## src/rtl/uart_tx.sv

```systemverilog
// uart_tx -- serial UART transmitter driven by the x8 oversampled clock.
//
// Frame: start bit (0), 1..16 data bits LSB first, optional parity bit,
// one stop bit (1). Each serial bit is held for bit_cycles clock_x8 cycles.
//
// Ports:
//   clock_x8   in   8x baud clock, all logic on its rising edge
//   reset      in   synchronous active-low reset
//   parity[1:0] in  [1] parity enable, [0] 0=even 1=odd
//   width[3:0] in   data bits per frame, 0 means 16
//   bits[15:0] in   data word, bit 0 sent first
//   need_send  in   request to transmit bits (taken only while ready)
//   ready      out  idle, request will be accepted on the next edge
//   sent       out  one-cycle pulse when the stop bit completes
//   out        out  serial TX line, idle high
module uart_tx #(
  parameter int bit_cycles = 8
) (
  input  logic        clock_x8,
  input  logic        reset,
  input  logic [1:0]  parity,
  input  logic [3:0]  width,
  input  logic [15:0] bits,
  input  logic        need_send,
  output logic        ready,
  output logic        sent,
  output logic        out
);

  localparam logic [2:0] LAST = 3'(bit_cycles - 1);

  typedef enum logic [2:0] {
    IDLE   = 3'd0,
    START  = 3'd1,
    DATA   = 3'd2,
    PARITY = 3'd3,
    STOP   = 3'd4
  } state_t;

  state_t      r_state;
  logic [2:0]  r_step;
  logic [3:0]  r_i;
  logic        r_check;
  logic [15:0] r_shift;
  logic [3:0]  r_w;
  logic [1:0]  r_p;

  logic        w_last;
  logic [3:0]  w_i_nxt;
  logic        w_check_nxt;

  assign w_last      = (r_step == LAST);
  // 4-bit wrap makes width 0 end after 16 bits without special casing
  assign w_i_nxt     = r_i + 4'd1;
  assign w_check_nxt = r_check ^ r_shift[r_i];

  // Outputs are computed for the state being entered so they stay registered
  // and change on the same edge as the state.
  always_ff @(posedge clock_x8) begin
    if (!reset) begin
      r_state <= IDLE;
      r_step  <= 3'd0;
      r_i     <= 4'd0;
      r_check <= 1'b0;
      r_shift <= 16'd0;
      r_w     <= 4'd0;
      r_p     <= 2'd0;
      out     <= 1'b1;
      ready   <= 1'b1;
      sent    <= 1'b0;
    end else begin
      sent <= 1'b0;
      case (r_state)
        IDLE: begin
          out   <= 1'b1;
          ready <= 1'b1;
          r_step <= 3'd0;
          if (need_send) begin
            r_shift <= bits;
            r_w     <= width;
            r_p     <= parity;
            r_i     <= 4'd0;
            r_check <= 1'b0;
            r_state <= START;
            out     <= 1'b0;
            ready   <= 1'b0;
          end
        end
        START: begin
          r_step <= r_step + 3'd1;
          if (w_last) begin
            r_step  <= 3'd0;
            r_state <= DATA;
            out     <= r_shift[r_i];
          end
        end
        DATA: begin
          r_step <= r_step + 3'd1;
          if (w_last) begin
            r_step  <= 3'd0;
            r_check <= w_check_nxt;
            r_i     <= w_i_nxt;
            if (w_i_nxt == r_w) begin
              if (r_p[1]) begin
                r_state <= PARITY;
                out     <= w_check_nxt ^ r_p[0];
              end else begin
                r_state <= STOP;
                out     <= 1'b1;
              end
            end else begin
              out <= r_shift[w_i_nxt];
            end
          end
        end
        PARITY: begin
          r_step <= r_step + 3'd1;
          if (w_last) begin
            r_step  <= 3'd0;
            r_state <= STOP;
            out     <= 1'b1;
          end
        end
        STOP: begin
          r_step <= r_step + 3'd1;
          if (w_last) begin
            r_step  <= 3'd0;
            r_state <= IDLE;
            out     <= 1'b1;
            ready   <= 1'b1;
            sent    <= 1'b1;
          end
        end
        default: begin
          r_state <= IDLE;
          r_step  <= 3'd0;
          out     <= 1'b1;
          ready   <= 1'b1;
        end
      endcase
    end
  end

endmodule

```

## config.mk

```make
export PLATFORM = sky130hd
export DESIGN_NAME = uart_tx
export DESIGN_NICKNAME = d
export VERILOG_FILES = /design/src/rtl/uart_tx.sv
export SDC_FILE = /design/constraint.sdc
export NUM_CORES = 1
export LEC_CHECK = 0
export ABC_AREA = 0
export CAP_MARGIN = 20
export CORE_MARGIN = 10
export CORE_UTILIZATION = 40
export CTS_BUF_LIST = sky130_fd_sc_hd__clkbuf_4 sky130_fd_sc_hd__clkbuf_8 sky130_fd_sc_hd__clkbuf_16
export DETAILED_ROUTE_END_ITERATION = 7
export GPL_TIMING_DRIVEN = 1
export SYNTH_ARGS = -nofsm -noshare
export SYNTH_HDL_FRONTEND = slang
export SYNTH_SLANG_ARGS = --single-unit
```

## constraint.sdc

```tcl
create_clock -name clock_x8 -period 3.4 [get_ports clock_x8]
set_clock_uncertainty 0.15 [all_clocks]
set_input_delay 0.51 -clock clock_x8 [delete_from_list [all_inputs] [get_ports clock_x8]]
set_output_delay 0.51 -clock clock_x8 [all_outputs]
set_load 0.02 [all_outputs]
```

# Word level (Yosys, flattened, before mapping)
# Cells that the tools add are included.
# totals
out_inout_bits	3
in_bits	25
wordCells	71
ff_bits	36
# op_classes
bitwise_logic	5
reduce_logical	12
order_cmp	2
eq_ne	13
n_addsub	2
n_mux	27
# op_table
op	n
two-way mux 3 bit	7
case mux 3 bit (5 select lines)	1
inequality test 2 bit (second input constant)	6
two-way mux 1 bit	11
< comparator 4 x 5 -> 1 bit (second input constant)	2
binary-select mux 1 bit (select 4 bit)	2
two-way mux 4 bit	2
case mux 4 bit (2 select lines)	1
== test 3 x 2 -> 1 bit (second input constant)	2
== test 3 bit (second input constant)	2
AND reduction 2 bit	3
AND reduction 3 bit	2
AND reduction 6 bit	1
OR reduction 3 bit	2
adder 4 x 1 -> 4 bit (second input constant)	1
== test 4 bit	1
case mux 1 bit (4 select lines)	1
OR reduction 4 bit	1
adder 3 x 1 -> 3 bit (second input constant)	1
== test 3 x 1 -> 1 bit (second input constant)	1
logical NOT 3 bit	1
inverter 1 bit	3
case mux 1 bit (3 select lines)	1
inequality test 2 x 1 -> 1 bit (second input constant)	1
other kinds (4)	5

# Depth between registers and ports, before layout
# Gate-level depths: netlist (run 1).
# depth
depth_word	8
ltp_mapped	8

# Worst setup path after synthesis (run 1)
# Ideal clock, no wire load.
# synth_path
path_type	reg-to-reg
from	register r_i[1]
to	register out
stages_incl_launch_ff	8
period_less_slack_ns	2.032
required_time_ns	3.118
setup_ns	0.132
arrival_time_ns	1.749
path_slack_ns	1.368
path_cell_list	dfxtp_1 -> ha_1 -> clkbuf_1 -> mux4_2 -> mux2i_1 -> mux2i_1 -> nand3b_1 -> o311ai_2
# synth_via
elab_chain_cells	8
word_cells_on_any_way	13
classes_between	add/sub: 1; eq/ne: 1; mux: 9; bitwise: 2
# synth_rtl
item	line_no	source
start: declaration	42	logic [3:0] r_i;
start signal: assignment	102	r_i <= w_i_nxt;
branches (longest 7 deep; another with adder 4 x 1 -> 4 bit)	n/a	
case mux 1 bit (4 select lines) *	73	case (r_state)
end signal: assignment	94	out <= r_shift[r_i];
end signal: assignment	106	out <= w_check_nxt ^ r_p[0];
end signal: assignment	112	out <= r_shift[w_i_nxt];
end: declaration	27	output logic out
# Every way passes the cells marked *. The select of a mux whose other input is x is not followed.
# A chain may end at the register's enable or synchronous reset.

# Worst setup path in the final report (run 1)
# layout_path
from	register r_i[0]
to	register r_state[0]
# layout_via
elab_chain_cells	4
# layout_rtl
item	line_no	source
adder 4 x 1 -> 4 bit	54	assign w_i_nxt = r_i + 4'd1;
== test 4 bit	103	if (w_i_nxt == r_w) begin
inequality test 2 bit (no line)	n/a	
AND reduction 6 bit (no line)	n/a	
end signal: assignment	61	r_state <= IDLE;
end signal: assignment	105	r_state <= PARITY;
end signal: assignment	108	r_state <= STOP;
end: declaration	40	state_t r_state;
# Every way passes these cells.

==> flow_metrics.env, run 1 <==
export IMPL_tns_ps=0
export IMPL_p_sw_mw=0.2337
export IMPL_rr_startpoint="r_i[0]"
export IMPL_ys_ff_latch=36
export IMPL_crit_path_end_kind="register"
export IMPL_fmax_mhz=395.6
export IMPL_min_path_type="register to register"
export IMPL_status="finished, final reports clean"
export IMPL_wl_per_cell_um=13.95
export IMPL_grt_pass1_vias=1547
export IMPL_wl_met3_um=159
export IMPL_crit_path_start="r_i[0]"
export IMPL_max_slew_margin=0.4791
export IMPL_cp_data_arrival_time_ps=2560
export IMPL_fillers=486
export IMPL_cts_tree="built"
export IMPL_drtPass1Iterations=4
export IMPL_crit_fanout=11
export IMPL_path_cells="ha_1 -> xor2_1 -> xnor2_1 -> nand4_1 -> a211o_1 -> o41ai_2"
export IMPL_syn_avg_cell_area_sq_um=8.863
export IMPL_clkSinkCount=36
export IMPL_wl_met2_um=1974
export IMPL_cp_buffers_inverters=0
export IMPL_regToRegSetupSlack_ps=870
export IMPL_clkSlewWorstSetupHoldPaths_ps=70
export IMPL_grt_ovfl_total=0
export IMPL_core_sq_um=4692
export IMPL_grt_max_degree=24
export IMPL_drc=0
export IMPL_swShare=0.2487
export IMPL_rows=25
export IMPL_routed_wl_um=4059
export IMPL_postSynthCellCount=216
export IMPL_top_layer="met4"
export IMPL_finalHoldViolCount=0
export IMPL_htree_levels=2
export IMPL_clock_latency_ps=280
export IMPL_die_area_sq_um=7953
export IMPL_hold_end="r_step[0]"
export IMPL_min_delay_start="r_step[0]"
export IMPL_drt_initial_drc_count=62
export IMPL_drive_gt1_frac=0.09705
export IMPL_pin_count=28
export IMPL_grt_pass1_wl_um=7072
export IMPL_wl_met1_um=1852
export IMPL_p_int_mw=0.7061
export IMPL_ys_warn_count=0
export IMPL_power_frac_seq=0.502
export IMPL_antenna_found_initial=0
export IMPL_pwr_density_cell_nw_per_um2=409.1
export IMPL_syn_to_final_growth_pct=20.00
export IMPL_vias=1529
export IMPL_synth_edf_count=0
export IMPL_ys_flop_type="dfxtp_1"
export IMPL_yosysSeqAreaShare=0.3765
export IMPL_finalCriticalPeriod_ps=2528
export IMPL_required_ps=3440
export IMPL_critPathSlowestCell="dfxtp_1"
export IMPL_place_hpwl_um=2912
export IMPL_maxSlewViolCount=0
export IMPL_num_antenna_cells=0
export IMPL_cts_resized=0
export IMPL_reg2reg_to="r_state[0]"
export IMPL_synth_area_sq_um=1914
export IMPL_grtUsageTotal=0.1122
export IMPL_p_clk_frac=0.344
export IMPL_cts_setup_buffers=0
export IMPL_ff2ff_path_depth=6
export IMPL_die_h_um=89.18
export IMPL_start_util=0.4080
export IMPL_ir_drop_uv=216.9
export IMPL_comb_power_share=0.154
export IMPL_tightest_slew_ps=781.3
export IMPL_holdPathStages=1
export IMPL_hold_buffers=0
export IMPL_ys_types=35
export IMPL_cts_buffer_depth=2
export IMPL_routabilityCongestion=0.7794
export IMPL_drtAntennaViolNets=0
export IMPL_nNetsFinal=264
export IMPL_leakage_nw=0.8818
export IMPL_setup_viol=0
export IMPL_syn_nets=244
export IMPL_max_cap_violations=0
export IMPL_critical_path_top_delay_family="compound AO/OA/AOI/OAI gates"
export IMPL_root_buffer="clkbuf_8"
export IMPL_min_period_over_period=0.7434
export IMPL_max_stage_delay_ps=620
export IMPL_final_util=0.4896
export IMPL_numPortBuffers=27
export IMPL_die_w_um=89.18
export IMPL_via_per_inst=5.254
export IMPL_crit_type="register to register"
export IMPL_cts_buffers=5
export IMPL_async_flop_share=0
export IMPL_rsz0062_at_grt="no"
export IMPL_start_kind="register"
[logic make-up (layout without fill, tap and decap cells)]
family,after synthesis,in the layout,synth area share
AO/OA/AOI/OAI,41,41,0.1549
XOR/XNOR,8,8,0.04444
adder cells (fa/ha/maj),3,3,0.01961
buffers and inverters,19,40,0.04379
flip-flops,36,36,0.3765
multiplexers,15,15,0.1412
AND/OR/NAND/NOR,94,94,0.2196
[per-layer routing]
layer  global-route usage  up-vias
li1                     -      781
met1               0.1305      712
met2               0.1855       29
met3              0.03008        7
met4              0.05636        0
met5                    0        -
[worst max path at each step]
stage	endpoint	slack [ps]	cells past startpoint
global placement	r_state[0]	990	6
detailed placement	r_state[0]	910	6
global route	r_state[0]	680	6
finish	r_state[0]	870	6
floorplan	out	1370	7
CTS	r_state[0]	870	6
[cell usage in the layout, fill, tap and decap left out, types with 4 or more instances in the layout]
cell,synthesis,layout
a21oi_1,12,12
mux2i_1,6,6
clkdlybuf4s50_1,0,27
mux4_1,4,4
clkbuf_8,0,6
mux4_2,4,4
nand3b_1,4,4
nand3_1,4,4
dfxtp_1,36,36
a21boi_0,17,17
nor2_1,12,12
and2_1,4,4
nand2b_1,4,4
o21ai_0,5,5
xor2_1,5,5
nand2_1,54,54
[synth_stat cells (2+ instances only)]
cell	number	area [sq um]
or2_2	2	12.51
nor2_1	12	45.04
and2_1	4	25.02
nand3_1	4	20.02
or3_1	3	18.77
xor2_1	5	43.79
mux4_1	4	105.1
clkbuf_1	13	48.80
inv_1	3	11.26
a21oi_1	12	60.06
a21boi_0	17	127.6
nand2b_1	4	25.02
xnor2_1	2	17.52
mux4_2	4	90.09
mux2i_1	6	60.06
o41ai_2	2	32.53
nand3b_1	4	30.03
nand2_1	54	202.7
nor3_1	4	20.02
o21ai_0	5	25.02
ha_1	3	37.54
dfxtp_1	36	720.7
[registers in the layout, summed over array words and instances, names as in the netlist]
register  flops
r_check       1
r_shift      16
r_w           4
r_p           2
out           1
r_state       3
ready         1
r_step        3
sent          1
r_i           4
[area by class of cell]
type	instances	area, sq um	area share
clock buffer	8	97.59	0.04248
inverter	3	11.26	0.004902
multi-input combinational	161	1115	0.4853
sequential	36	720.7	0.3137
tap	54	67.56	0.02941
timing repair buffer	29	285.3	0.1242
[power groups by stage]
stage | sequential, mW | clock [mW] | combinational [mW]
after floorplan | 0.474 | 0 | 0.0952
after global placement | 0.481 | 0 | 0.147
after detailed placement | 0.482 | 0 | 0.148
after CTS | 0.472 | 0.333 | 0.149
after global routing | 0.476 | 0.348 | 0.166
final | 0.472 | 0.323 | 0.145
[stage by stage]
step                      setup WS, ps  hold WS, ps  total power, mW  instance area (sq um)  instances
after detailed placement         908.9        275.7           0.6300                   2200        283
after CTS                        872.7        285.4           0.9541                   2297        291
after global routing             684.6        300.6           0.9894                   2297        291
after floorplan                   1368        258.4           0.5691                   1914        216
final                            872.3        281.1           0.9398                   2297        291
after global placement           993.5        278.0           0.6285                   2200        283
(Power assumes the default switching activity.)
==> inputs of run 2 (changes only) <==
==> constraint.sdc (replaced) <==
create_clock -name clock_x8 -period 2.6 [get_ports clock_x8]
set_clock_uncertainty 0.15 [all_clocks]
set_input_delay 0.39 -clock clock_x8 [delete_from_list [all_inputs] [get_ports clock_x8]]
set_output_delay 0.39 -clock clock_x8 [all_outputs]
set_load 0.02 [all_outputs]
==> run 2 against run 1 <==
  * Critical path depth stayed put
  * Total power is 26% higher
  * Largest power group unchanged
  * Maximum frequency is 12% higher
  * Clock power is 17% higher
==> flow_metrics.env, run 2 (same netlist as run 1, synthesis figures left out) <==
export IMPL_status="finished, final reports clean"
export IMPL_fmax_mhz=444.3
export IMPL_fillers=477
export IMPL_leakage_nw=0.9001
export IMPL_grtUsageTotal=0.1143
export IMPL_tightest_slew_ps=776.7
export IMPL_clkSinkCount=36
export IMPL_start_kind="register"
export IMPL_crit_fanout=7
export IMPL_die_h_um=89.18
export IMPL_pin_count=28
export IMPL_layout_setup_ws_ps=349.2
export IMPL_clock_latency_ps=290
export IMPL_rows=25
export IMPL_multiInputGateArea_sq_um=1115
export IMPL_numPortBuffers=27
export IMPL_cts_buffers=5
export IMPL_drtAntennaViolNets=0
export IMPL_tns_ps=0
export IMPL_setup_viol=0
export IMPL_max_slew_margin=0.4822
export IMPL_seq_area_sq_um=720.7
export IMPL_antenna_found_initial=0
export IMPL_crit_type="register to register"
export IMPL_mostFrequentLayoutCell="nand2_1"
export IMPL_cts_resized=0
export IMPL_dpl_instance_area_sq_um=2237
export IMPL_grt_pass1_vias=1593
export IMPL_finalHoldViolCount=0
export IMPL_drt_initial_drc_count=57
export IMPL_wl_per_cell_um=14.16
export IMPL_hold_buffers=0
export IMPL_min_path_type="register to register"
export IMPL_cts_buffer_depth=2
export IMPL_routed_wl_um=4177
export IMPL_syn_to_final_growth_pct=21.11
export IMPL_root_buffer="clkbuf_8"
export IMPL_pre_cts_ws_ps=347.8
export IMPL_routabilityCongestion=0.8557
export IMPL_reg_top3="r_shift x16, r_i x4, r_w x4"
export IMPL_max_cap_violations=0
export IMPL_regMostFlops="r_shift"
export IMPL_core_sq_um=4692
export IMPL_maxSlewViolCount=0
export IMPL_rsz0062_at_grt="no"
export IMPL_pwr_density_cell_nw_per_um2=512.8
export IMPL_start_util=0.4080
export IMPL_num_antenna_cells=0
export IMPL_grt_pass1_wl_um=7210
export IMPL_grt_ovfl_total=0
export IMPL_required_ps=2640
export IMPL_die_w_um=89.18
export IMPL_htree_levels=2
export IMPL_largest_reg_flops=16
export IMPL_min_period_over_period=0.8657
export IMPL_crit_path_end_kind="register"
export IMPL_regToRegSetupSlack_ps=350
export IMPL_ir_drop_uv=235.9
export IMPL_cp_data_arrival_time_ps=2290
export IMPL_via_per_inst=5.176
export IMPL_nNetsFinal=269
export IMPL_design_area_sq_um=2318
export IMPL_most_common_layout_cells="54 x nand2_1, 36 x dfxtp_1, 27 x clkdlybuf4s50_1"
export IMPL_grt_max_degree=24
export IMPL_finalCriticalPeriod_ps=2251
export IMPL_total_power_mw=1.189
export IMPL_drtPass1Iterations=4
export IMPL_die_area_sq_um=7953
export IMPL_drc=0
export IMPL_vias=1527
export IMPL_cts_setup_buffers=0
export IMPL_drive_gt1_frac=0.1120
export IMPL_clkSlewWorstSetupHoldPaths_ps=70
export IMPL_cts_tree="built"
export IMPL_place_hpwl_um=3072
==> run 2: changes by cell type in the layout (fill, tap and decap cells not counted), sizes merged <==
cell    delta
buf        +5
clkbuf     -2
clkinv     +1
==> run 2: where the power goes <==
part | leakage [nW] | internal [mW] | switching, mW | total (mW)
sequential | 0.294 | 0.588 | 0.0300 | 0.618
combinational | 0.561 | 0.102 | 0.0917 | 0.194
clock | 0.0445 | 0.192 | 0.185 | 0.377
==> run 2: area by class of cell <==
class                           instances  share of cell area
Inverter                                3            0.004857
Sequential cell                        36              0.3108
Timing Repair Buffer                   34              0.1392
Clock inverter                          1            0.002159
Multi-Input combinational cell        161              0.4808
Clock buffer                            6             0.03292
Tap cell                               54             0.02914
==> run 2: critical path: stages, from the launching register on <==
cell and delay, ps:
dfxtp_1 490, ha_1 270, xor2_1 240, xnor2_1 140, nand4_1 170, a211o_1 370, o41ai_2 330
==> run 2: per-stage QoR <==
stage	hold WS, ps	instances	util
global route	306.3	295	0.4941
floorplan	258.4	216	-
CTS	283.2	295	0.4941
global placement	275.5	288	0.4768
detailed placement	276.7	288	0.4768
finish	277.6	295	0.4941
==> run 2: final timing paths <==
kind                                start          to  cells past startpoint
worst min-delay path            r_step[0]   r_step[0]                      1
worst max register to register     r_i[1]  r_state[0]                      6
worst min register to register  r_step[0]   r_step[0]                      1
worst max-delay path               r_i[1]  r_state[0]                      6
==> run 2: routing by layer <==
layer,part of all wire,vias to the layer above,global-route usage
met5,0,-,0
met4,0.012,0,0.03902
met3,0.036,6,0.03373
met2,0.49,24,0.1993
met1,0.46,707,0.1294
li1,-,790,-
==> inputs of run 3 (changes only) <==
==> constraint.sdc (replaced) <==
create_clock -name clock_x8 -period 2.2 [get_ports clock_x8]
set_clock_uncertainty 0.15 [all_clocks]
set_input_delay 0.33 -clock clock_x8 [delete_from_list [all_inputs] [get_ports clock_x8]]
set_output_delay 0.33 -clock clock_x8 [all_outputs]
set_load 0.02 [all_outputs]
==> run 3 against run 2 <==
  * Via count grew 0.85%
  * Maximum frequency rose by 8.7%
  * Non-clock buffer count grew 4
  * Sequential power grew 18%
  * Register-to-register slack worse by 220 ps
  * Sequential share of layout area decreased by 0.54 points
  * Cell count rose by 1.4%
  * Critical endpoint is now out
  * Highest routed layer unchanged
==> flow_metrics.env, run 3 (same netlist as run 1, synthesis figures left out) <==
export IMPL_crit_type="register to register"
export IMPL_routabilityCongestion=0.8244
export IMPL_clkSinkCount=36
export IMPL_routed_wl_um=4106
export IMPL_hold_worst_slack_ps=285.1
export IMPL_pre_cts_ws_ps=61.91
export IMPL_grt_ovfl_total=0
export IMPL_core_sq_um=4692
export IMPL_tns_ps=0
export IMPL_setup_viol=0
export IMPL_pwr_density_cell_nw_per_um2=598.1
export IMPL_crit_path_end_kind="register"
export IMPL_mostFrequentLayoutCell="nand2_1"
export IMPL_start_kind="register"
export IMPL_cts_setup_buffers=0
export IMPL_place_hpwl_um=3103
export IMPL_pin_count=28
export IMPL_drtAntennaViolNets=0
export IMPL_ir_drop_uv=376.5
export IMPL_antenna_found_initial=0
export IMPL_layout_setup_ws_ps=129.6
export IMPL_grtUsageTotal=0.1115
export IMPL_hold_buffers=0
export IMPL_maxSlewViolCount=0
export IMPL_finalHoldViolCount=0
export IMPL_tightest_slew_ps=372.7
export IMPL_die_area_sq_um=7953
export IMPL_regMostFlops="r_shift"
export IMPL_die_h_um=89.18
export IMPL_fmax_mhz=483.0
export IMPL_start_util=0.4080
export IMPL_rows=25
export IMPL_grt_max_degree=24
export IMPL_reg_top3="r_shift x16, r_i x4, r_w x4"
export IMPL_drive_gt1_frac=0.1429
export IMPL_syn_to_final_growth_pct=23.46
export IMPL_max_slew_margin=0.7512
export IMPL_cts_buffers=5
export IMPL_root_buffer="clkbuf_8"
export IMPL_clkSlewWorstSetupHoldPaths_ps=70
export IMPL_cp_data_arrival_time_ps=2080
export IMPL_grt_pass1_wl_um=6927
export IMPL_min_path_type="register to register"
export IMPL_numPortBuffers=27
export IMPL_min_period_over_period=0.9411
export IMPL_cts_buffer_depth=2
export IMPL_largest_reg_flops=16
export IMPL_crit_fanout=4
export IMPL_wl_per_cell_um=13.73
export IMPL_fillers=458
export IMPL_required_ps=2210
export IMPL_die_w_um=89.18
export IMPL_cts_resized=0
export IMPL_rsz0062_at_grt="no"
export IMPL_status="finished, final reports clean"
export IMPL_drt_initial_drc_count=52
export IMPL_num_antenna_cells=0
export IMPL_leakage_nw=0.9128
export IMPL_nNetsFinal=273
export IMPL_most_common_layout_cells="54 x nand2_1, 35 x dfxtp_1, 27 x clkdlybuf4s50_1"
export IMPL_finalCriticalPeriod_ps=2070
export IMPL_cts_tree="built"
export IMPL_vias=1540
export IMPL_via_per_inst=5.151
export IMPL_drtPass1Iterations=3
export IMPL_drc=0
export IMPL_grt_pass1_vias=1491
export IMPL_clock_latency_ps=280
export IMPL_max_cap_violations=0
export IMPL_htree_levels=2
-- run 3: metal layers --
layer / track usage / part of all wire / up-vias
met5: 0 / 0 / -
met4: 0.04335 / 0.013 / 0
met3: 0.04376 / 0.042 / 6
met2: 0.1842 / 0.47 / 25
met1: 0.1263 / 0.47 / 706
li1: - / - / 803
-- run 3: worst paths after layout --
check,slack [ps],endpoint,from,depth (start not counted)
setup / recovery,130,out,r_i[1],6
hold / removal,290,r_step[0],r_step[0],1
setup reg to reg,130,out,r_i[1],6
hold reg to reg,290,r_step[0],r_step[0],1
-- run 3: report_power, final --
| group | total (mW) | internal [mW] | switching (mW) | leakage [nW] |
|---|---|---|---|---|
| logic | 0.234 | 0.125 | 0.108 | 0.573 |
| clock network | 0.448 | 0.227 | 0.220 | 0.0445 |
| registers | 0.732 | 0.695 | 0.0374 | 0.295 |
-- run 3: area by class of cell --
| class | instances | area (sq um) | share of cell area |
|---|---|---|---|
| Clock buffer | 6 | 76.32 | 0.03229 |
| Clock inverter | 1 | 5.005 | 0.002118 |
| Inverter | 3 | 11.26 | 0.004764 |
| Multi-Input combinational cell | 161 | 1129 | 0.4775 |
| Sequential cell | 36 | 721.9 | 0.3055 |
| Tap cell | 54 | 67.56 | 0.02859 |
| Timing Repair Buffer | 38 | 352.8 | 0.1493 |
-- run 3: metrics by stage --
step / cell area, sq um / utilization / total power, mW / std cells
6_report: 2364 / 0.5037 / 1.414 / 299
5_1_grt: 2364 / 0.5037 / 1.498 / 299
4_1_cts: 2349 / 0.5005 / 1.431 / 299
3_5_place_dp: 2267 / 0.4832 / 0.9823 / 292
3_3_place_gp: 2267 / 0.4832 / 0.9794 / 292
2_1_floorplan: 1914 / - / 0.8795 / 216
-- run 3: worst max-delay path: stages, from the launching register on --
cell      delay (ps)
dfxtp_2          370
buf_4            140
mux4_1           530
mux2i_1          140
mux2_4           210
mux2i_2          280
o311ai_2         120
